`src/rtl/ca_pkg.sv`:
```
// Shared definitions for the cellular-automaton run sequencer.
//   - Run status encodings reported to the host.
//   - Sequencer FSM state type.
//   - Helper giving the rule-slot index width for a given table size.
package ca_pkg;

  localparam logic [1:0] ST_LIMIT = 2'b00;
  localparam logic [1:0] ST_FIXPT = 2'b01;
  localparam logic [1:0] ST_ABORT = 2'b10;

  typedef enum logic [1:0] {
    StIdle,
    StLoad,
    StRun,
    StFinish
  } fsm_state_e;

  // A one-slot table still needs a 1-bit index.
  function automatic int unsigned slot_width(input int unsigned num_rules);
    return (num_rules > 1) ? $clog2(num_rules) : 1;
  endfunction

endpackage

```
`src/rtl/ca_rule_scheduler.sv`:
```
// Rule-table scheduler: walks the captured rule table, holding each slot for a
// programmable number of generations and wrapping after the active slot count.
// Ports:
//   i_clk, i_rst   clock, synchronous active-high reset
//   i_restart      go back to slot 0 and present its rule
//   i_advance      one generation was stepped
//   i_rules        captured rule table, slot k = i_rules[8k+7:8k]
//   i_num_rules    active slot count, already clamped to 1..NumRules
//   i_hold         generations per slot, already clamped to >= 1
//   o_rule         registered current rule
module ca_rule_scheduler import ca_pkg::*; #(
  parameter int unsigned NumRules   = 4,
  parameter int unsigned CountWidth = 16
) (
  input  logic                        i_clk,
  input  logic                        i_rst,
  input  logic                        i_restart,
  input  logic                        i_advance,
  input  logic [NumRules*8-1:0]       i_rules,
  input  logic [$clog2(NumRules):0]   i_num_rules,
  input  logic [CountWidth-1:0]       i_hold,
  output logic [7:0]                  o_rule
);

  localparam int unsigned SlotW = slot_width(NumRules);

  logic [SlotW-1:0]      r_slot;
  logic [CountWidth-1:0] r_hold_cnt;
  logic [7:0]            r_rule;
  logic [SlotW-1:0]      w_slot_next;
  logic                  w_wrap;
  logic [31:0]           w_slot_inc;
  logic [7:0]            w_table [NumRules];

  for (genvar k = 0; k < NumRules; k++) begin : g_table
    assign w_table[k] = i_rules[8*k +: 8];
  end

  always_comb begin
    w_wrap      = (r_hold_cnt == (i_hold - CountWidth'(1)));
    w_slot_inc  = 32'(r_slot) + 32'd1;
    w_slot_next = (w_slot_inc >= 32'(i_num_rules)) ? '0 : SlotW'(w_slot_inc);
  end

  always_ff @(posedge i_clk) begin
    if (i_rst) begin
      r_slot     <= '0;
      r_hold_cnt <= '0;
      r_rule     <= '0;
    end else if (i_restart) begin
      r_slot     <= '0;
      r_hold_cnt <= '0;
      r_rule     <= w_table[0];
    end else if (i_advance) begin
      if (w_wrap) begin
        // Rule changes exactly on the boundary into the next generation.
        r_hold_cnt <= '0;
        r_slot     <= w_slot_next;
        r_rule     <= w_table[w_slot_next];
      end else begin
        r_hold_cnt <= r_hold_cnt + CountWidth'(1);
      end
    end
  end

  assign o_rule = r_rule;

endmodule

```
`src/rtl/ca_run_sequencer.sv`:
```
// Run sequencer for a dynamic-rule binary cellular automaton. Loads a seed,
// steps the automaton with a rotating rule table and stops on generation
// limit, fixed point or host abort, reporting over start/busy/done.
// Ports:
//   i_clk, i_rst                clock, synchronous active-high reset
//   i_start, i_abort            host request / abort
//   i_seed, i_rules             seed and rule table, captured on start
//   i_num_rules, i_hold         active slots and generations per slot
//   i_max_gens, i_fp_en         generation limit, fixed-point stop enable
//   o_busy, o_done, o_status    handshake and run outcome
//   o_gens_run, o_result        generations stepped and final state
//   o_ca_load, o_ca_set         automaton load pulse and seed
//   o_ca_ce, o_ca_rule          automaton step enable and rule
//   i_ca_state                  automaton current state
module ca_run_sequencer import ca_pkg::*; #(
  parameter int unsigned Width      = 16,
  parameter int unsigned NumRules   = 4,
  parameter int unsigned CountWidth = 16
) (
  input  logic                      i_clk,
  input  logic                      i_rst,
  input  logic                      i_start,
  input  logic                      i_abort,
  input  logic [Width-1:0]          i_seed,
  input  logic [NumRules*8-1:0]     i_rules,
  input  logic [$clog2(NumRules):0] i_num_rules,
  input  logic [CountWidth-1:0]     i_hold,
  input  logic [CountWidth-1:0]     i_max_gens,
  input  logic                      i_fp_en,
  output logic                      o_busy,
  output logic                      o_done,
  output logic [1:0]                o_status,
  output logic [CountWidth-1:0]     o_gens_run,
  output logic [Width-1:0]          o_result,
  output logic                      o_ca_load,
  output logic [Width-1:0]          o_ca_set,
  output logic                      o_ca_ce,
  output logic [7:0]                o_ca_rule,
  input  logic [Width-1:0]          i_ca_state
);

  localparam int unsigned NumW = $clog2(NumRules) + 1;

  fsm_state_e            r_state, w_state_next;
  logic                  r_busy, r_done, r_ca_load, r_ca_ce, r_fp_en;
  logic [1:0]            r_status, w_stop_status;
  logic [CountWidth-1:0] r_gens_run, r_gen_cnt, r_hold, r_max_gens, w_gen_inc, w_hold_eff;
  logic [Width-1:0]      r_result, r_ca_set, r_prev_state;
  logic [NumRules*8-1:0] r_rules;
  logic [NumW-1:0]       r_num_rules, w_num_rules_eff;
  logic                  w_stop, w_sched_restart, w_sched_advance;

  assign w_num_rules_eff = (i_num_rules == '0 || 32'(i_num_rules) > NumRules) ?
                           NumW'(NumRules) : i_num_rules;
  assign w_hold_eff      = (i_hold == '0) ? CountWidth'(1) : i_hold;

  always_comb begin
    w_state_next    = r_state;
    w_stop          = 1'b0;
    w_stop_status   = ST_LIMIT;
    w_sched_restart = 1'b0;
    w_sched_advance = 1'b0;
    w_gen_inc       = (r_gen_cnt == '1) ? r_gen_cnt : r_gen_cnt + CountWidth'(1);
    unique case (r_state)
      StIdle: begin
        if (i_start) w_state_next = StLoad;
      end
      StLoad: begin
        w_sched_restart = 1'b1;
        if (i_abort) begin
          w_stop        = 1'b1;
          w_stop_status = ST_ABORT;
        end else if (r_max_gens == '0) begin
          w_stop = 1'b1;
        end
        w_state_next = w_stop ? StFinish : StRun;
      end
      StRun: begin
        // Limit is tested on the incremented count so ca_ce drops together
        // with the last generation and gen_cnt never exceeds max_gens.
        if (i_abort) begin
          w_stop        = 1'b1;
          w_stop_status = ST_ABORT;
        end else if (r_fp_en && r_gen_cnt != '0 && i_ca_state == r_prev_state) begin
          w_stop        = 1'b1;
          w_stop_status = ST_FIXPT;
        end else if (w_gen_inc == r_max_gens) begin
          w_stop = 1'b1;
        end
        if (w_stop) w_state_next = StFinish;
        else        w_sched_advance = 1'b1;
      end
      StFinish: w_state_next = StIdle;
      default:  w_state_next = StIdle;
    endcase
  end

  always_ff @(posedge i_clk) begin
    if (i_rst) begin
      r_state      <= StIdle;
      r_busy       <= 1'b0;
      r_done       <= 1'b0;
      r_status     <= ST_LIMIT;
      r_gens_run   <= '0;
      r_result     <= '0;
      r_ca_load    <= 1'b0;
      r_ca_set     <= '0;
      r_ca_ce      <= 1'b0;
      r_fp_en      <= 1'b0;
      r_rules      <= '0;
      r_num_rules  <= '0;
      r_hold       <= '0;
      r_max_gens   <= '0;
      r_gen_cnt    <= '0;
      r_prev_state <= '0;
    end else begin
      r_state   <= w_state_next;
      r_done    <= 1'b0;
      r_ca_load <= 1'b0;
      case (r_state)
        StIdle: begin
          if (i_start) begin
            r_busy       <= 1'b1;
            r_ca_load    <= 1'b1;
            r_ca_set     <= i_seed;
            r_rules      <= i_rules;
            r_num_rules  <= w_num_rules_eff;
            r_hold       <= w_hold_eff;
            r_max_gens   <= i_max_gens;
            r_fp_en      <= i_fp_en;
            r_gen_cnt    <= '0;
            r_prev_state <= '0;
            r_status     <= ST_LIMIT;
          end
        end
        StLoad: begin
          r_gen_cnt <= '0;
          if (w_stop) r_status <= w_stop_status;
          else        r_ca_ce  <= 1'b1;
        end
        StRun: begin
          r_prev_state <= i_ca_state;
          if (w_stop) begin
            r_ca_ce  <= 1'b0;
            r_status <= w_stop_status;
            // Only the limit stop counts the generation stepped this cycle.
            if (w_stop_status == ST_LIMIT) r_gen_cnt <= w_gen_inc;
          end else begin
            r_gen_cnt <= w_gen_inc;
          end
        end
        StFinish: begin
          r_result   <= i_ca_state;
          r_gens_run <= r_gen_cnt;
          r_done     <= 1'b1;
          r_busy     <= 1'b0;
        end
        default: ;
      endcase
    end
  end

  ca_rule_scheduler #(
    .NumRules   (NumRules),
    .CountWidth (CountWidth)
  ) u_sched (
    .i_clk       (i_clk),
    .i_rst       (i_rst),
    .i_restart   (w_sched_restart),
    .i_advance   (w_sched_advance),
    .i_rules     (r_rules),
    .i_num_rules (r_num_rules),
    .i_hold      (r_hold),
    .o_rule      (o_ca_rule)
  );

  assign o_busy     = r_busy;
  assign o_done     = r_done;
  assign o_status   = r_status;
  assign o_gens_run = r_gens_run;
  assign o_result   = r_result;
  assign o_ca_load  = r_ca_load;
  assign o_ca_set   = r_ca_set;
  assign o_ca_ce    = r_ca_ce;

endmodule
```
`config.mk`:
```
export PLATFORM = sky130hd
export DESIGN_NAME = ca_run_sequencer
export DESIGN_NICKNAME = d
export VERILOG_FILES = /design/src/rtl/ca_pkg.sv /design/src/rtl/ca_rule_scheduler.sv /design/src/rtl/ca_run_sequencer.sv
export SDC_FILE = /design/constraint.sdc
export NUM_CORES = 1
export LEC_CHECK = 0
export CAP_MARGIN = 5
export CORE_UTILIZATION = 53
export DETAILED_ROUTE_END_ITERATION = 8
export GPL_TIMING_DRIVEN = 0
export HOLD_SLACK_MARGIN = 0.03
export PLACE_DENSITY = 0.91
export SYNTH_ARGS = -nofsm -noshare
export SYNTH_HDL_FRONTEND = slang
export SYNTH_SLANG_ARGS = --single-unit
```
`constraint.sdc`:
```
create_clock -name i_clk -period 4.4 [get_ports i_clk]
set_clock_uncertainty 0.15 [all_clocks]
set_input_delay 0.44 -clock i_clk [delete_from_list [all_inputs] [get_ports i_clk]]
set_output_delay 0.44 -clock i_clk [all_outputs]
set_load 0.01 [all_outputs]
```
==> results of run 1 <==
[sequential cells by signal, indices dropped and copies added (netlist names), 3 cells and up]
register / cells
o_ca_set: 16
o_gens_run: 16
o_result: 16
r_gen_cnt: 16
r_hold: 16
r_max_gens: 16
r_num_rules: 3
r_prev_state: 16
r_rules: 32
u_sched.o_rule: 8
u_sched.r_hold_cnt: 16
[per-layer routing]
metal	wire length, um	vias up
met3	2433	67
met1	11010	4082
li1	-	4175
met5	0	-
met2	12000	421
met4	725	0
[area by class of cell]
cell class              instances  area share, %
repair buffers                165          14.55
plain buffers                  73          3.218
flip-flops and latches        182          32.09
clock inverters                10         0.8816
multi-input cells             808          42.34
clock buffers                  21          3.879
inverters                      20         0.6612
well taps                     216          2.380
[kinds of logic (layout without fill, tap and decap cells)]
logic type | Yosys count | after routing | synth area share, %
and+or+nand+nor | 463 | 463 | 24.80
AOI/OAI and AO/OA | 236 | 236 | 17.41
DFF | 182 | 182 | 40.98
buffers and inverters | 93 | 289 | 4.953
xor gates and xnor gates | 55 | 55 | 5.418
muxes | 41 | 41 | 4.616
adders and majority gates | 13 | 13 | 1.829
[power by group through the flow]
| stage | combinational [mW] | sequential, mW | clock (mW) |
|---|---|---|---|
| after detailed placement | 1.63 | 2.07 | 0 |
| after CTS | 1.66 | 2.04 | 1.44 |
| after global routing | 1.82 | 2.07 | 1.51 |
| after floorplan | 1.04 | 2.05 | 0 |
| after global placement | 1.58 | 2.06 | 0 |
| final | 1.68 | 2.05 | 1.44 |
[worst max-delay path, stage by stage (launching register included)]
cell and delay [ns]:
dfxtp_1 0.46, ha_1 0.29, nand3_2 0.20, nor4_4 0.56, nor3_1 0.21, xnor2_1 0.19, nor3_1 0.52, o211ai_2 0.29
o211ai_4 0.47, buf_8 0.20, nand2_1 0.08, a311oi_2 0.25
[Yosys cell counts, types with 2 or more instances]
cell type	n	area (um2)
nand2_1	218	818.3
dfxtp_1	182	3643
a21oi_1	123	615.6
nor2_1	92	345.3
clkbuf_1	50	187.7
mux2i_1	41	410.4
xnor2_1	29	254.0
xor2_1	26	227.7
nand3_1	23	115.1
nor3_1	21	105.1
nor4_1	20	125.1
inv_1	19	71.32
o21ai_0	19	95.09
a22oi_1	16	120.1
ha_1	13	162.7
nand4_1	12	75.07
o31ai_1	11	82.58
or4_1	11	82.58
and2_1	9	56.30
a311o_2	8	90.09
a311oi_2	8	120.1
buf_1	8	30.03
o22ai_1	8	50.05
nor2b_1	7	43.79
a31oi_1	6	37.54
and3_1	6	37.54
clkbuf_8	6	82.58
a211oi_1	5	37.54
nand2b_1	5	31.28
or3_1	5	31.28
a21o_1	4	30.03
buf_4	4	30.03
nand3b_1	4	30.03
nor4b_1	4	35.03
o21a_1	4	30.03
a311oi_1	3	26.28
buf_2	3	15.01
nor3b_1	3	22.52
nor4_2	3	37.54
o2111ai_1	3	26.28
a41o_1	2	20.02
and4_1	2	17.52
nor3_2	2	20.02
o31a_1	2	17.52
or2_2	2	12.51
[placed cells by master, fill, tap and decap left out, types with 23 or more instances in the layout]
master,instances
mux2i_1,41
nand2_1,218
nand3_1,23
clkbuf_1,54
dfxtp_1,182
clkdlybuf4s50_1,165
nor2_1,92
xnor2_1,29
xor2_1,26
a21oi_1,123
[worst paths after layout]
kind | cells past startpoint | endpoint | slack (ns)
worst max-delay path | 11 | u_sched.o_rule[6] | 0.43
worst min-delay path | 2 | o_ca_set[5] | 0.30
worst max register to register | 11 | u_sched.o_rule[6] | 0.43
worst min register to register | 2 | o_ca_set[5] | 0.30
[stage by stage]
stage	hold WS, ns	area (um2)	util, %	cells	worst slack [ns]
after detailed placement	0.2957	10810	67.10	1464	0.6095
after CTS	0.3048	11350	70.45	1495	0.5682
after floorplan	0.2862	8891	-	1083	1.273
final	0.3048	11350	70.45	1495	0.4274
after global placement	0.2912	10810	67.10	1464	0.7077
after global routing	0.3247	11350	70.45	1495	0.2763
==> impl_metrics.env, run 1 <==
export IMPL_antenna_found_initial=0
export IMPL_total_power_mw=5.166
export IMPL_seqPwrFrac_pct=39.7
export IMPL_top_usage_layer="met2"
export IMPL_syn_inst=1083
export IMPL_max_clock_freq_ghz=0.2517
export IMPL_drv_slew=0
export IMPL_fin_nets=1384
export IMPL_io_pins=166
export IMPL_worstPathArrival_ns=4.17
export IMPL_root_buffer="clkbuf_16"
export IMPL_hp_class="flip-flop to flip-flop"
export IMPL_grt_overflow=0
export IMPL_synth_net_count=1200
export IMPL_cts_made_buffers=17
export IMPL_hp_start="o_ca_set[5]"
export IMPL_clock_sinks=182
export IMPL_viasPerCell=5.849
export IMPL_synth_area_mm2=0.008891
export IMPL_cts_buffer_depth=2
export IMPL_multi_input_area_mm2=0.004807
export IMPL_track_usage_pct=30.55
export IMPL_tightest_slew_ns=0.9104
export IMPL_post_dp_hpwl_mm=18.81
export IMPL_ir_drop_mv=0.3721
export IMPL_synth_edf_count=0
export IMPL_p_sw_mw=1.837
export IMPL_combPwrFrac_pct=32.5
export IMPL_cp_end_kind="flip-flop"
export IMPL_insertion_delay_ns=0.44
export IMPL_die_width_um=131.5
export IMPL_gp_congestion=0.9575
export IMPL_postCtsSetupRepairBufs=0
export IMPL_startpoint="r_gen_cnt[1]"
export IMPL_status="completed"
export IMPL_met3_usage_pct=8.681
export IMPL_setup_viol=0
export IMPL_swShare_pct=35.57
export IMPL_routed_via_count=8745
export IMPL_grt_util_met1_pct=38.18
export IMPL_cts_tree="built"
export IMPL_clkTransAtPathRegs_ns=0.07
export IMPL_grt_pass1_vias=8647
export IMPL_crit_fanout=10
export IMPL_cp_start_kind="flip-flop"
export IMPL_ys_warnings_count=0
export IMPL_drt_wl_total_mm=26.17
export IMPL_seqCellArea_mm2=0.003643
export IMPL_finalCritPeriodShare_pct=90.29
export IMPL_worstSetupPathType="flip-flop to flip-flop"
export IMPL_grt_max_degree=17
export IMPL_p_int_mw=3.329
export IMPL_ys_ff_latch=182
export IMPL_rsz0062_at_grt="no"
export IMPL_diodes=0
export IMPL_dieArea_mm2=0.01730
export IMPL_hold_viol_final=0
export IMPL_io_buffer_count=165
export IMPL_wire_per_inst_um=17.50
export IMPL_drive_gt1_share_pct=6.333
export IMPL_syn_area_per_cell_um2=8.210
export IMPL_p_leak_nw=4.019
export IMPL_num_fill_cells=1213
export IMPL_p_per_area_mw_per_mm2=455.0
export IMPL_finalCriticalPeriod_ns=3.973
export IMPL_h_tree_depth=4
export IMPL_grt_pass1_wl_mm=42.72
export IMPL_ant_nets=0
export IMPL_fp_dieH_um=131.5
export IMPL_max_slew_margin_pct=39.30
export IMPL_ys_seq_area_share_pct=40.98
export IMPL_cts_hold_fix_buffers=0
export IMPL_r2r_start="r_gen_cnt[1]"
export IMPL_synth_top_flop_cell="dfxtp_1"
export IMPL_drt_iter0_drc=791
export IMPL_core_area_mm2=0.01612
export IMPL_drc=0
export IMPL_first_pass_iters=5
export IMPL_cts_resized=0
export IMPL_synth_distinct_cells=76
export IMPL_area_growth_synth_to_final_pct=27.70
export IMPL_finalSetupTns_ns=0
export IMPL_met2_usage_pct=49.03
export IMPL_core_rowCount=46
export IMPL_p_clk_share_pct=27.8
export IMPL_maxCapViolCount=0
export IMPL_ys_async_sr_fraction_pct=0
export IMPL_cp_required_ns=4.60
export IMPL_start_util_pct=55.17
No activity file was read; power rests on OpenSTA's default activity.
==> run 2: changes to the inputs <==
--- a/config.mk
+++ b/config.mk
@@ -6,6 +6,7 @@
 export NUM_CORES = 1
 export LEC_CHECK = 0
 export CAP_MARGIN = 5
+export CORE_MARGIN = 4
 export CORE_UTILIZATION = 53
 export DETAILED_ROUTE_END_ITERATION = 8
 export GPL_TIMING_DRIVEN = 0
==> impl_metrics.env, run 2 (synthesis results as in run 1) <==
export IMPL_track_usage_pct=27.98
export IMPL_h_tree_depth=4
export IMPL_drt_wl_total_mm=26.73
export IMPL_status="completed"
export IMPL_postLayoutCellArea_mm2=0.01140
export IMPL_cts_buffer_depth=2
export IMPL_final_common_cell="nand2_1"
export IMPL_maxCapViolCount=0
export IMPL_io_buffer_count=165
export IMPL_insertion_delay_ns=0.45
export IMPL_max_slew_margin_pct=42.89
export IMPL_drive_gt1_share_pct=6.719
export IMPL_final_cell_mix="218 x nand2_1, 182 x dfxtp_1, 165 x clkdlybuf4s50_1, 123 x a21oi_1, 92 x nor2_1"
export IMPL_wire_per_inst_um=17.82
export IMPL_top_register="r_rules"
export IMPL_clock_sinks=182
export IMPL_core_rowCount=47
export IMPL_drv_slew=0
export IMPL_utilization_pct=68.99
export IMPL_antenna_found_initial=0
export IMPL_critical_path_most_common_cell="nor3_1"
export IMPL_dieArea_mm2=0.01891
export IMPL_grt_max_degree=20
export IMPL_cts_tree="built"
export IMPL_grt_pass1_vias=8406
export IMPL_die_width_um=137.5
export IMPL_path_cells="ha_1, nand3_2, nor4_4, nor3_1, xnor2_1, nor3_1, o211ai_2, o211ai_4, nand3_4, buf_2, a21oi_1"
export IMPL_start_util_pct=53.80
export IMPL_grt_pass1_wl_mm=41.92
export IMPL_first_pass_iters=7
export IMPL_p_leak_nw=4.048
export IMPL_p_per_area_mw_per_mm2=457.9
export IMPL_slowest_delay_ns=0.58
export IMPL_crit_fanout=10
export IMPL_cts_made_buffers=17
export IMPL_area_growth_synth_to_final_pct=28.22
export IMPL_finalCriticalPeriod_ns=3.908
export IMPL_dpl_cell_area_mm2=0.01082
export IMPL_drc=0
export IMPL_cp_end_kind="flip-flop"
export IMPL_ir_drop_mv=0.3697
export IMPL_worstPathArrival_ns=4.13
export IMPL_hp_class="flip-flop to flip-flop"
export IMPL_drt_iter0_drc=917
export IMPL_cp_required_ns=4.63
export IMPL_finalCritPeriodShare_pct=88.82
export IMPL_setup_viol=0
export IMPL_rsz0062_at_grt="no"
export IMPL_hold_viol_final=0
export IMPL_cp_start_kind="flip-flop"
export IMPL_num_fill_cells=1247
export IMPL_clkTransAtPathRegs_ns=0.07
export IMPL_routed_via_count=8751
export IMPL_ant_nets=0
export IMPL_fp_dieH_um=137.5
export IMPL_cts_resized=0
export IMPL_finalSetupTns_ns=0
export IMPL_cpMaxStageDelayCell="nor4_4"
export IMPL_fin_nets=1384
export IMPL_grt_overflow=0
export IMPL_largest_register_ffs=32
export IMPL_viasPerCell=5.834
export IMPL_worstSetupPathType="flip-flop to flip-flop"
export IMPL_max_clock_freq_ghz=0.2559
export IMPL_core_area_mm2=0.01652
export IMPL_tightest_slew_ns=0.8566
export IMPL_io_pins=166
export IMPL_gp_congestion=0.9681
export IMPL_cts_hold_fix_buffers=0
export IMPL_root_buffer="clkbuf_16"
export IMPL_post_dp_hpwl_mm=19.31
export IMPL_crit_buf_inv=1
export IMPL_diodes=0
export IMPL_postCtsSetupRepairBufs=0
export IMPL_critical_path_top_delay_family="simple AND/OR/NAND/NOR gates"
## run 2: cell count changes in the layout (fill, tap and decap cells not counted)
cell	previous run	this run
clkbuf_1	54	50
bufinv_16	1	0
clkinv_2	1	0
clkinv_4	2	3
clkinvlp_4	4	2
clkinv_8	0	2
inv_6	2	3
inv_8	0	5
## run 2: tightest hold or removal path: stages (launching register included)
cell and delay [ns]:
dfxtp_1 0.31, nand2_1 0.05, a21oi_1 0.05
## run 2: report_power, final
group | switching (mW) | internal, mW | leakage (nW)
combinational | 0.986 | 0.687 | 2.29
sequential | 0.184 | 1.86 | 1.48
clock | 0.744 | 0.758 | 0.280
## run 2: area by class of cell
| class | instances | area [um2] | area share [%] |
|---|---|---|---|
| sequential | 182 | 3643 | 31.96 |
| tap | 220 | 275.3 | 2.415 |
| inverter | 20 | 75.07 | 0.6585 |
| clock buffer | 17 | 425.4 | 3.732 |
| multi-input combinational | 808 | 4807 | 42.17 |
| buffer | 73 | 365.4 | 3.205 |
| timing repair buffer | 165 | 1652 | 14.49 |
| clock inverter | 15 | 156.4 | 1.372 |
## run 2: metrics by stage
stage	hold slack (ns)	instances	setup slack (ns)	power [mW]
4_1_cts	0.3073	1500	0.5716	5.190
2_1_floorplan	0.2862	1083	1.273	3.091
3_5_place_dp	0.2970	1468	0.6447	3.701
5_1_grt	0.3268	1500	0.2726	5.466
6_report	0.3049	1500	0.4921	5.220
3_3_place_gp	0.2910	1468	0.6989	3.643
## run 2: final timing paths
| check | cells after the start | slack, ns | endpoint | start |
|---|---|---|---|---|
| max | 11 | 0.49 | u_sched.r_hold_cnt[6] | r_gen_cnt[1] |
| min | 2 | 0.30 | o_ca_set[15] | o_ca_set[15] |
| max reg2reg | 11 | 0.49 | u_sched.r_hold_cnt[6] | r_gen_cnt[1] |
| min reg2reg | 2 | 0.30 | o_ca_set[15] | o_ca_set[15] |
## run 2: per-layer routing
metal  global-route usage (%)  up-vias  share of wire [%]
li1                         -     4169                  -
met1                    35.09     4089                 41
met2                    46.20      428                 47
met3                    7.889       65                9.9
met4                    9.645        0                2.3
met5                        0        -                  0
